### src/rtl/alu_iter_pkg.sv
// Shared ALU definitions: function codes, iterative-ALU states and flag bit positions.
// FnMUL is only executed when the block is built with ALU_ITER_MUL_EN.
package alu_iter_pkg;

    typedef enum logic [4:0] {
        FnNOP  = 5'd0,
        FnMEM  = 5'd1,
        FnIMM  = 5'd2,
        FnADD  = 5'd3,
        FnADC  = 5'd4,
        FnSUB  = 5'd5,
        FnSUC  = 5'd6,
        FnNEG  = 5'd7,
        FnAND  = 5'd8,
        FnOR   = 5'd9,
        FnXOR  = 5'd10,
        FnNOT  = 5'd11,
        FnNAND = 5'd12,
        FnNOR  = 5'd13,
        FnLSL  = 5'd14,
        FnLSR  = 5'd15,
        FnASR  = 5'd16,
        FnMUL  = 5'd17
    } alu_functions_t;

    typedef enum logic [1:0] {
        IDLE = 2'd0,
        BUSY = 2'd1,
        DONE = 2'd2
    } alu_iter_state_t;

    localparam int FLAGS_Z = 0;
    localparam int FLAGS_C = 1;
    localparam int FLAGS_V = 2;
    localparam int FLAGS_N = 3;

    function automatic logic [3:0] pack_flags(input logic z, input logic c,
                                              input logic v, input logic n);
        logic [3:0] f;
        f          = 4'b0000;
        f[FLAGS_Z] = z;
        f[FLAGS_C] = c;
        f[FLAGS_V] = v;
        f[FLAGS_N] = n;
        return f;
    endfunction

endpackage

### src/rtl/alu_iter_addsub.sv
// Combinational WIDTH-bit adder with carry-out and signed overflow of its own inputs.
module alu_iter_addsub #(
    parameter int WIDTH = 16
) (
    input  logic [WIDTH-1:0] x,
    input  logic [WIDTH-1:0] y,
    input  logic             ci,
    output logic [WIDTH-1:0] sum,
    output logic             co,
    output logic             ov
);

    logic [WIDTH:0] full_s;

    assign full_s = {1'b0, x} + {1'b0, y} + {{WIDTH{1'b0}}, ci};
    assign sum    = full_s[WIDTH-1:0];
    assign co     = full_s[WIDTH];
    assign ov     = (x[WIDTH-1] == y[WIDTH-1]) && (sum[WIDTH-1] != x[WIDTH-1]);

endmodule

### src/rtl/alu_iter.sv
// Handshaked iterative ALU: single-cycle ops, bit-serial shifts, optional shift-add
// multiply (compile with ALU_ITER_MUL_EN to build FnMUL).
module alu_iter
    import alu_iter_pkg::*;
#(
    parameter int WIDTH = 16
) (
    input  logic             clk,
    input  logic             rst,
    input  logic             in_valid,
    output logic             in_ready,
    input  logic [4:0]       func,
    input  logic [WIDTH-1:0] a,
    input  logic [WIDTH-1:0] b,
    input  logic             cin,
    output logic             out_valid,
    input  logic             out_ready,
    output logic [WIDTH-1:0] result,
    output logic [3:0]       flags
);

    localparam int SHW = $clog2(WIDTH);
    localparam int CW  = SHW + 1;

    alu_iter_state_t state_r;
    logic [4:0]       func_r;
    logic [WIDTH-1:0] a_r, b_r;
    logic             cin_r, carry_r;
    logic [CW-1:0]    cnt_r;

    logic             busy_s, accept_s;
    logic [CW-1:0]    start_cnt_s;
    logic [4:0]       sel_func_s;
    logic [WIDTH-1:0] sel_a_s, sel_b_s, work_a_s, nxt_a_s;
    logic             sel_cin_s, work_c_s, nxt_c_s;
    logic [WIDTH-1:0] add_x_s, add_y_s, add_sum_s, res_s;
    logic             add_ci_s, add_co_s, add_ov_s, res_c_s, res_v_s;
    logic [3:0]       flags_s;
`ifdef ALU_ITER_MUL_EN
    logic [WIDTH-1:0] acc_r, nxt_acc_s, nxt_b_s;
    logic [WIDTH:0]   mul_sum_s;
`endif

    assign busy_s    = (state_r == BUSY);
    assign in_ready  = (state_r == IDLE) || ((state_r == DONE) && out_ready);
    assign accept_s  = in_valid && in_ready;

    // Once busy, operands come from the latched copies; in IDLE straight from the ports.
    assign sel_func_s = busy_s ? func_r   : func;
    assign sel_a_s    = busy_s ? work_a_s : a;
    assign sel_b_s    = busy_s ? b_r      : b;
    assign sel_cin_s  = busy_s ? cin_r    : cin;
    // cnt_r==0 in BUSY means "finalise only": an op re-accepted from DONE takes no step.
    assign work_a_s   = (cnt_r != {CW{1'b0}}) ? nxt_a_s : a_r;
    assign work_c_s   = (cnt_r != {CW{1'b0}}) ? nxt_c_s : carry_r;

    // Iteration count for a new request: shift amount, WIDTH for multiply, else none.
    always_comb begin
        start_cnt_s = {CW{1'b0}};
        case (func)
            FnLSL, FnLSR, FnASR: start_cnt_s = {1'b0, b[SHW-1:0]};
`ifdef ALU_ITER_MUL_EN
            FnMUL:               start_cnt_s = CW'(WIDTH);
`endif
            default:             start_cnt_s = {CW{1'b0}};
        endcase
    end

    // One-bit shift step of the working operand, capturing the bit shifted out.
    always_comb begin
        nxt_a_s = a_r;
        nxt_c_s = carry_r;
        case (func_r)
            FnLSL: begin
                nxt_a_s = {a_r[WIDTH-2:0], 1'b0};
                nxt_c_s = a_r[WIDTH-1];
            end
            FnLSR: begin
                nxt_a_s = {1'b0, a_r[WIDTH-1:1]};
                nxt_c_s = a_r[0];
            end
            FnASR: begin
                nxt_a_s = {a_r[WIDTH-1], a_r[WIDTH-1:1]};
                nxt_c_s = a_r[0];
            end
            default: begin
                nxt_a_s = a_r;
                nxt_c_s = carry_r;
            end
        endcase
    end

`ifdef ALU_ITER_MUL_EN
    // Shift-add step: {acc_r, b_r} is the product register, b_r's LSB picks the add.
    always_comb begin
        mul_sum_s = b_r[0] ? {add_co_s, add_sum_s} : {1'b0, acc_r};
        if (func_r == FnMUL) begin
            nxt_acc_s = mul_sum_s[WIDTH:1];
            nxt_b_s   = {mul_sum_s[0], b_r[WIDTH-1:1]};
        end else begin
            nxt_acc_s = acc_r;
            nxt_b_s   = b_r;
        end
    end
`endif

    // Adder operand steering shared by the arithmetic ops and the multiply accumulate.
    always_comb begin
        add_x_s  = sel_a_s;
        add_y_s  = sel_b_s;
        add_ci_s = 1'b0;
        case (sel_func_s)
            FnADC: add_ci_s = sel_cin_s;
            FnSUB: begin
                add_y_s  = ~sel_b_s;
                add_ci_s = 1'b1;
            end
            FnSUC: begin
                add_y_s  = ~sel_b_s;
                add_ci_s = sel_cin_s;
            end
            FnNEG: begin
                add_x_s  = {WIDTH{1'b0}};
                add_y_s  = ~sel_a_s;
                add_ci_s = 1'b1;
            end
`ifdef ALU_ITER_MUL_EN
            FnMUL: begin
                add_x_s = acc_r;
                add_y_s = a_r;
            end
`endif
            default: add_ci_s = 1'b0;
        endcase
    end

    alu_iter_addsub #(.WIDTH(WIDTH)) u_addsub (
        .x   (add_x_s),
        .y   (add_y_s),
        .ci  (add_ci_s),
        .sum (add_sum_s),
        .co  (add_co_s),
        .ov  (add_ov_s)
    );

    // Result and flag selection; unknown codes fall through to NOP.
    always_comb begin
        res_s   = {WIDTH{1'b0}};
        res_c_s = 1'b0;
        res_v_s = 1'b0;
        case (sel_func_s)
            FnMEM:  res_s = sel_a_s;
            FnIMM:  res_s = sel_b_s;
            FnADD, FnADC, FnSUB, FnSUC, FnNEG: begin
                res_s   = add_sum_s;
                res_c_s = add_co_s;
                res_v_s = add_ov_s;
            end
            FnAND:  res_s = sel_a_s & sel_b_s;
            FnOR:   res_s = sel_a_s | sel_b_s;
            FnXOR:  res_s = sel_a_s ^ sel_b_s;
            FnNOT:  res_s = ~sel_a_s;
            FnNAND: res_s = ~(sel_a_s & sel_b_s);
            FnNOR:  res_s = ~(sel_a_s | sel_b_s);
            FnLSL, FnLSR, FnASR: begin
                res_s   = sel_a_s;
                res_c_s = busy_s ? work_c_s : 1'b0;
            end
`ifdef ALU_ITER_MUL_EN
            FnMUL: begin
                res_s   = nxt_b_s;
                res_c_s = |nxt_acc_s;
            end
`endif
            default: res_s = {WIDTH{1'b0}};
        endcase
        flags_s = pack_flags(res_s == {WIDTH{1'b0}}, res_c_s, res_v_s, res_s[WIDTH-1]);
    end

    // Control FSM with operand latches and registered result/flags/valid.
    always_ff @(posedge clk or posedge rst) begin
        if (rst) begin
            state_r   <= IDLE;
            func_r    <= 5'd0;
            a_r       <= {WIDTH{1'b0}};
            b_r       <= {WIDTH{1'b0}};
            cin_r     <= 1'b0;
            carry_r   <= 1'b0;
            cnt_r     <= {CW{1'b0}};
            out_valid <= 1'b0;
            result    <= {WIDTH{1'b0}};
            flags     <= 4'b0000;
`ifdef ALU_ITER_MUL_EN
            acc_r     <= {WIDTH{1'b0}};
`endif
        end else begin
            if (accept_s) begin
                func_r  <= func;
                a_r     <= a;
                b_r     <= b;
                cin_r   <= cin;
                carry_r <= 1'b0;
                cnt_r   <= start_cnt_s;
`ifdef ALU_ITER_MUL_EN
                acc_r   <= {WIDTH{1'b0}};
`endif
            end
            case (state_r)
                IDLE: begin
                    if (accept_s) begin
                        if (start_cnt_s != {CW{1'b0}}) begin
                            state_r <= BUSY;
                        end else begin
                            state_r   <= DONE;
                            result    <= res_s;
                            flags     <= flags_s;
                            out_valid <= 1'b1;
                        end
                    end
                end
                BUSY: begin
                    if (cnt_r != {CW{1'b0}}) begin
                        a_r     <= nxt_a_s;
                        carry_r <= nxt_c_s;
                        cnt_r   <= cnt_r - CW'(1);
`ifdef ALU_ITER_MUL_EN
                        acc_r   <= nxt_acc_s;
                        b_r     <= nxt_b_s;
`endif
                    end
                    if (cnt_r <= CW'(1)) begin
                        state_r   <= DONE;
                        result    <= res_s;
                        flags     <= flags_s;
                        out_valid <= 1'b1;
                    end
                end
                DONE: begin
                    if (out_ready) begin
                        out_valid <= 1'b0;
                        state_r   <= in_valid ? BUSY : IDLE;
                    end
                end
                default: state_r <= IDLE;
            endcase
        end
    end

endmodule
### config.mk
export PLATFORM = sky130hd
export DESIGN_NAME = alu_iter
export DESIGN_NICKNAME = d
export VERILOG_FILES = /design/src/rtl/alu_iter_pkg.sv /design/src/rtl/alu_iter_addsub.sv /design/src/rtl/alu_iter.sv
export SDC_FILE = /design/constraint.sdc
export NUM_CORES = 1
export LEC_CHECK = 0
export ABC_AREA = 1
export CORE_MARGIN = 2
export CORE_UTILIZATION = 40
export DETAILED_ROUTE_END_ITERATION = 12
export PLACE_DENSITY_LB_ADDON = 0.25
export REMOVE_ABC_BUFFERS = 1
export SYNTH_ARGS = -nofsm -noshare
export SYNTH_HDL_FRONTEND = slang
export SYNTH_SLANG_ARGS = --single-unit
### constraint.sdc
create_clock -name clk -period 6.1 [get_ports clk]
set_input_delay 0.61 -clock clk [delete_from_list [all_inputs] [get_ports clk]]
set_output_delay 0.61 -clock clk [all_outputs]
set_load 0.01 [all_outputs]
==> impl_metrics.toml, run 1 <==
[synth]
synth_cell_type_count = 51
postSynthAreaPerCell_um2 = 6.30
synth_top_family_by_area = "simple AND/OR/NAND/NOR gates"
syn_inst = 1130
syn-cell-area_um2 = 7110
synth-xor-area-share_pct = 1.11
synthMuxAreaShare_pct = 0
synth_compound_area_share_pct = 13.7
yosys_warnings = 0
synth-seq-area-share_pct = 23.2
synth_enable_flop_cells = 0
synthSimpleGateAreaFrac_pct = 40.7
synth-seq-cells = 66
async_flop_share_pct = 100
synth_adder_area_share_pct = 9.36
ys.flop_type = "dfrtp_1"

[placement]
pre_cts_ws_ns = 1.32
numPortBuffers = 63
dp_hpwl_um = 16300
gp_congestion = 0.936

[timing]
finalSetupTns_ns = 0
relSlewSlack_pct = 26.3
tightest_slew_ns = 1.10
grt_setup_unrepaired = "false"
fin_crit_sh_pct = 79.5
setup_violations = 0
clock_skew_ns = 0.00776
fmax_mhz = 206
setup_slack_ns = 1.25
slew_violations = 0
period_minus_slack_ns = 4.85
hold_violations = 0

[grt]
grt_max_degree = 67
grt_use_total_pct = 24.1
grt_pass1_vias = 6975
antenna_found_initial = 0
grt_first_pass_wirelength_um = 35500
overflow = 0

[final_layout]
num_antenna_cells = 0
layout.nets = 1255
final_cell_mix = "nand2_1, nand3_1, inv_1, nor2_1, o21ai_0"
area_delta_synth_final_pct = 13.3
drive_gt1_share_pct = 5.66
layout_commonest_cell = "nand2_1"
final_util_pct = 46.4

[worst_setup_path]
cpMaxStageDelayCell = "nor2_2"
endpoint_kind = "flop"
slowest_delay_ns = 0.59
path_buf_inv = 1
cp_max_fo = 59
cp_data_required_time_ns = 6.39
cp-start-kind = "flop"
arrival_ns = 5.13
crit_family = "simple AND/OR/NAND/NOR gates"
critPathKind = "reg2reg"
cpMostUsedCell = "nand2_1"
path_cells = "nand2_4 > o21ai_2 > nand3_2 > nor2_2 > nand2_1 > nor2_1 > a221oi_1 > fa_1 > fa_1 > inv_1 > nand2_1 > nand3_1 > nand2_1 > nand2_1 > nand2_1 > nand3_1 > nand2_1 > nand3_1 > nand2_1 > nor2_1 > nand2_1 > nor2_1 > nand3_1 > nand2_1"

[route]
wl_met3_um = 1350
dr.pass1.iters = 5
drt-vias-per-instance = 5.43
routed_wl_um = 22000
routed.top_layer = "met4"
drtIter0Drc = 623
route.met2.wl_um = 10000
wire_per_inst_um = 15.8
drc = 0
via_count = 7553
antenna_left = 0
met1_length_um = 9530

[clocking]
cts-root-buf = "clkbuf_16"
cts_setup_buffers = 0
cts_hold_buf = 0
clock_latency_ns = 0.35
cts_tree = "yes"
cts_max_level = 3
clk_pin_slew_worst_paths_ns = 0.06
numCtsBuffers = 9
clockBufferDepth = 2
cts_resized = 0
clkSinkCount = 66

[pwr]
vdd_drop_max_mv = 0.278
power.density_nw_per_um2 = 532
p_leak_uw = 0.00406

[flow_run]
maxCapViolations = 0

[die]
core_area_um2 = 17400
start_util_pct = 41.0
die_area_um2 = 18900
ios = 64
rows = 48
die_height_um = 137
die_x_um = 137

[status]
status = "finished, final reports clean"

[worst_hold_path]
holdCritPathClass = "reg2reg"
-- synthesized netlist by cell type, types with 6 or more instances --
cell      count  area, um2
a31oi_1       7       43.8
nand2_2      11       68.8
o21ai_1       9       45.0
o221ai_1     14        123
nand2_1     347       1300
clkbuf_1     13       48.8
o21ai_0      71        355
a21oi_1      15       75.1
inv_2         6       22.5
xor2_1        6       52.6
ha_1         50        626
dfrtp_1      66       1650
nor2_1       96        360
buf_2        14       70.1
o21a_1        7       52.6
buf_4        11       82.6
nand4_1      17        106
buf_6         8       90.1
nor2_2        6       37.5
nand3_1     151        756
inv_1       129        484
a22oi_1      14        105
nand3b_1     10       75.1
-- worst min-delay path: cells and delay by family, from the launching register on --
family / cells / cell delay [ns]
and+or+nand+nor: 2 / 0.10
DFF: 1 / 0.34
-- worst paths after layout --
kind	startpoint	to	slack [ns]	depth (start not counted)
min	result[3]	result[3]	0.47	2
max	state_r[0]	flags[0]	1.25	24
min reg2reg	result[3]	result[3]	0.47	2
min in group asynchronous	rst	b_r[4]	0.85	3
max in group asynchronous	rst	b_r[8]	4.65	3
max reg2reg	state_r[0]	flags[0]	1.25	24
-- metrics by stage --
step / hold slack [ns] / cells / power, uW / cell area (um2)
2_1_floorplan: 0.450 / 1081 / 2860 / 6780
3_3_place_gp: 0.460 / 1375 / 3660 / 7740
3_5_place_dp: 0.459 / 1375 / 3680 / 7740
4_1_cts: 0.474 / 1391 / 4280 / 8060
5_1_grt: 0.493 / 1391 / 4750 / 8060
6_report: 0.471 / 1391 / 4290 / 8060
-- layer usage --
metal,global-route usage [%],up-vias
met4,11.0,0
met5,0,-
met1,30.6,3457
li1,-,3770
met2,39.5,264
met3,4.78,62
-- cell type report --
cell class,count,area [um2]
Tap cell,225,282
Inverter,138,520
Timing Repair Buffer,69,676
Clock inverter,7,93.8
Clock buffer,9,225
Sequential cell,66,1650
Fill cell,1833,9300
Multi-Input combinational cell,877,4610
-- power breakdown --
group | internal [uW] | total [uW] | leakage (uW) | switching (uW)
clock | 357 | 581 | 0.000151 | 224
sequential | 643 | 824 | 0.000813 | 181
combinational | 998 | 2890 | 0.00309 | 1890
total | 2000 | 4290 | 0.00406 | 2290
-- logic make-up after synthesis --
group	Yosys count
xor+xnor	9
simple gates	659
fa+ha+maj	52
flops	66
compound gates	157
buf+inv	187
-- state kept, by name, summed over array words and instances (netlist names) --
register / count
a_r: 16
b_r: 16
carry_r: 1
cin_r: 1
cnt_r: 5
flags: 3
func_r: 5
out_valid: 1
result: 16
state_r: 2
No activity file was read; power rests on OpenSTA's default activity.
==> inputs of run 2 (changes only) <==
- clock period: 6.1 -> 4.3 ns (I/O delays scaled with it)
==> impl_metrics.toml, run 2 (synthesis results as in run 1) <==
[status]
status = "finished, final reports clean"

[flow_run]
maxCapViolations = 0

[worst_setup_path]
cp_max_fo = 27
crit_family = "simple AND/OR/NAND/NOR gates"
endpoint_kind = "flop"
cp-start-kind = "flop"
cp_data_required_time_ns = 4.59
slowest_delay_ns = 0.46
arrival_ns = 4.26
r2r_slack_ns = 0.33
cpMaxStageDelayCell = "dfrtp_2"
critPathKind = "reg2reg"
cpMostUsedCell = "nand2_1"
path_buf_inv = 3
path_cells = "inv_4 > nand2_8 > o21ai_4 > nand3_2 > nor2_2 > clkinvlp_4 > buf_4 > o221ai_1 > ha_1 > a21oi_1 > nand3_1 > nand2_1 > nand2_1 > nor2_1 > nor2_1 > nand2_1 > nand4_1 > nor2_1 > nand2_1 > nor2_1 > nand3_1 > nand2_1"

[die]
core_area_um2 = 17400
die_height_um = 137
rows = 48
die_area_um2 = 18900
start_util_pct = 41.0
die_x_um = 137
ios = 64

[final_layout]
final_util_pct = 47.3
reg_top3 = "a_r x16, b_r x16, result x16"
layout.nets = 1274
area_delta_synth_final_pct = 15.5
layout_commonest_cell = "nand2_1"
final_area_um2 = 8220
num_antenna_cells = 0
final_cell_mix = "nand2_1, nand3_1, inv_1, nor2_1, o21ai_0"
drive_gt1_share_pct = 7.59

[clocking]
numCtsBuffers = 9
clockBufferDepth = 2
clk_pin_slew_worst_paths_ns = 0.07
clock_latency_ns = 0.36
cts_tree = "yes"
cts_max_level = 3
clkSinkCount = 66
cts-root-buf = "clkbuf_16"

[grt]
grt_use_total_pct = 25.3
grt_first_pass_wirelength_um = 37400
grt_pass1_vias = 7144
grt_max_degree = 48
overflow = 0
antenna_found_initial = 0

[timing]
finalSetupTns_ns = 0
setup_violations = 0
fmax_mhz = 252
period_minus_slack_ns = 3.97
grt_setup_unrepaired = "false"
slew_violations = 0
fin_crit_sh_pct = 92.4
clock_skew_ns = 0.0136
relSlewSlack_pct = 44.9
tightest_slew_ns = 0.815
hold_violations = 0
hold-worst-slack_ns = 0.425

[route]
drc = 0
wire_per_inst_um = 16.1
drtIter0Drc = 641
drt-vias-per-instance = 5.37
routed_wl_um = 22700
antenna_left = 0
via_count = 7565
dr.pass1.iters = 5

[pwr]
vdd_drop_max_mv = 0.396
power.density_nw_per_um2 = 755
p_total_uw = 6200
p_leak_uw = 0.00414

[placement]
dp_hpwl_um = 17100
place_area_um2 = 7850
numPortBuffers = 63
gp_congestion = 1.00

[worst_hold_path]
holdCritPathClass = "in2async"
==> run 2: changes by cell type in the layout (fill, tap and decap cells not counted), sizes merged <==
cell    delta
clkbuf     +1
bufinv     -1
buf       +19
==> run 2: cell type report <==
cell class / instances / area, um2
clock inverters: 6 / 65.1
multi-input cells: 877 / 4640
inverters: 138 / 524
flip-flops and latches: 66 / 1650
fillers: 1816 / 9140
well taps: 225 / 282
clock buffers: 10 / 239
repair buffers: 88 / 818
==> run 2: per-layer routing <==
metal / vias to the layer above / track usage [%] / share of wire [%]
li1: 3797 / - / -
met1: 3485 / 33.4 / 45
met2: 238 / 42.6 / 47
met3: 45 / 2.58 / 4.7
met4: 0 / 9.68 / 3.1
met5: - / 0 / 0
==> run 2: power breakdown <==
group	leakage, uW	internal (uW)	switching [uW]
Sequential	0.000810	914	258
Clock	0.000149	466	326
Combinational	0.00318	1490	2740
Total	0.00414	2870	3330
==> run 2: what timing repair did <==
| action | CTS | global route |
|---|---|---|
| gates resized for setup | 0 | 7 |
| hold buffers | 0 | 0 |
| endpoints found under the setup margin | 0 | 2 |
| buffers inserted | 0 | 5 |
| endpoints found under the hold margin | 0 | 0 |
==> run 2: final timing paths <==
check / from / end / depth (start not counted)
max: state_r[1] / flags[0] / 22
min: rst / b_r[4] / 2
max reg2reg: state_r[1] / flags[0] / 22
min reg2reg: result[14] / result[14] / 2
max in group asynchronous: rst / state_r[0] / 3
min in group clk: result[14] / result[14] / 2
==> run 2: worst reg2reg max path, delay by kind of cell, from the launching register on <==
| family | cells | cell delay [ns] |
|---|---|---|
| simple gates | 15 | 1.86 |
| compound gates | 3 | 0.65 |
| buf+inv | 3 | 0.63 |
| flops | 1 | 0.46 |
| fa+ha+maj | 1 | 0.31 |
==> run 2: through the flow <==
stage	cells	setup slack, ns
global route	1410	0.00826
finish	1410	0.327
CTS	1405	0.275
detailed placement	1389	0.209
floorplan	1081	0.245
global placement	1389	0.299
==> inputs of run 3 (changes only) <==
- HOLD_SLACK_MARGIN: unset -> 0.06
==> results of run 3 <==
Same layout as run 2: the final DEF is identical, and so are final timing and power.
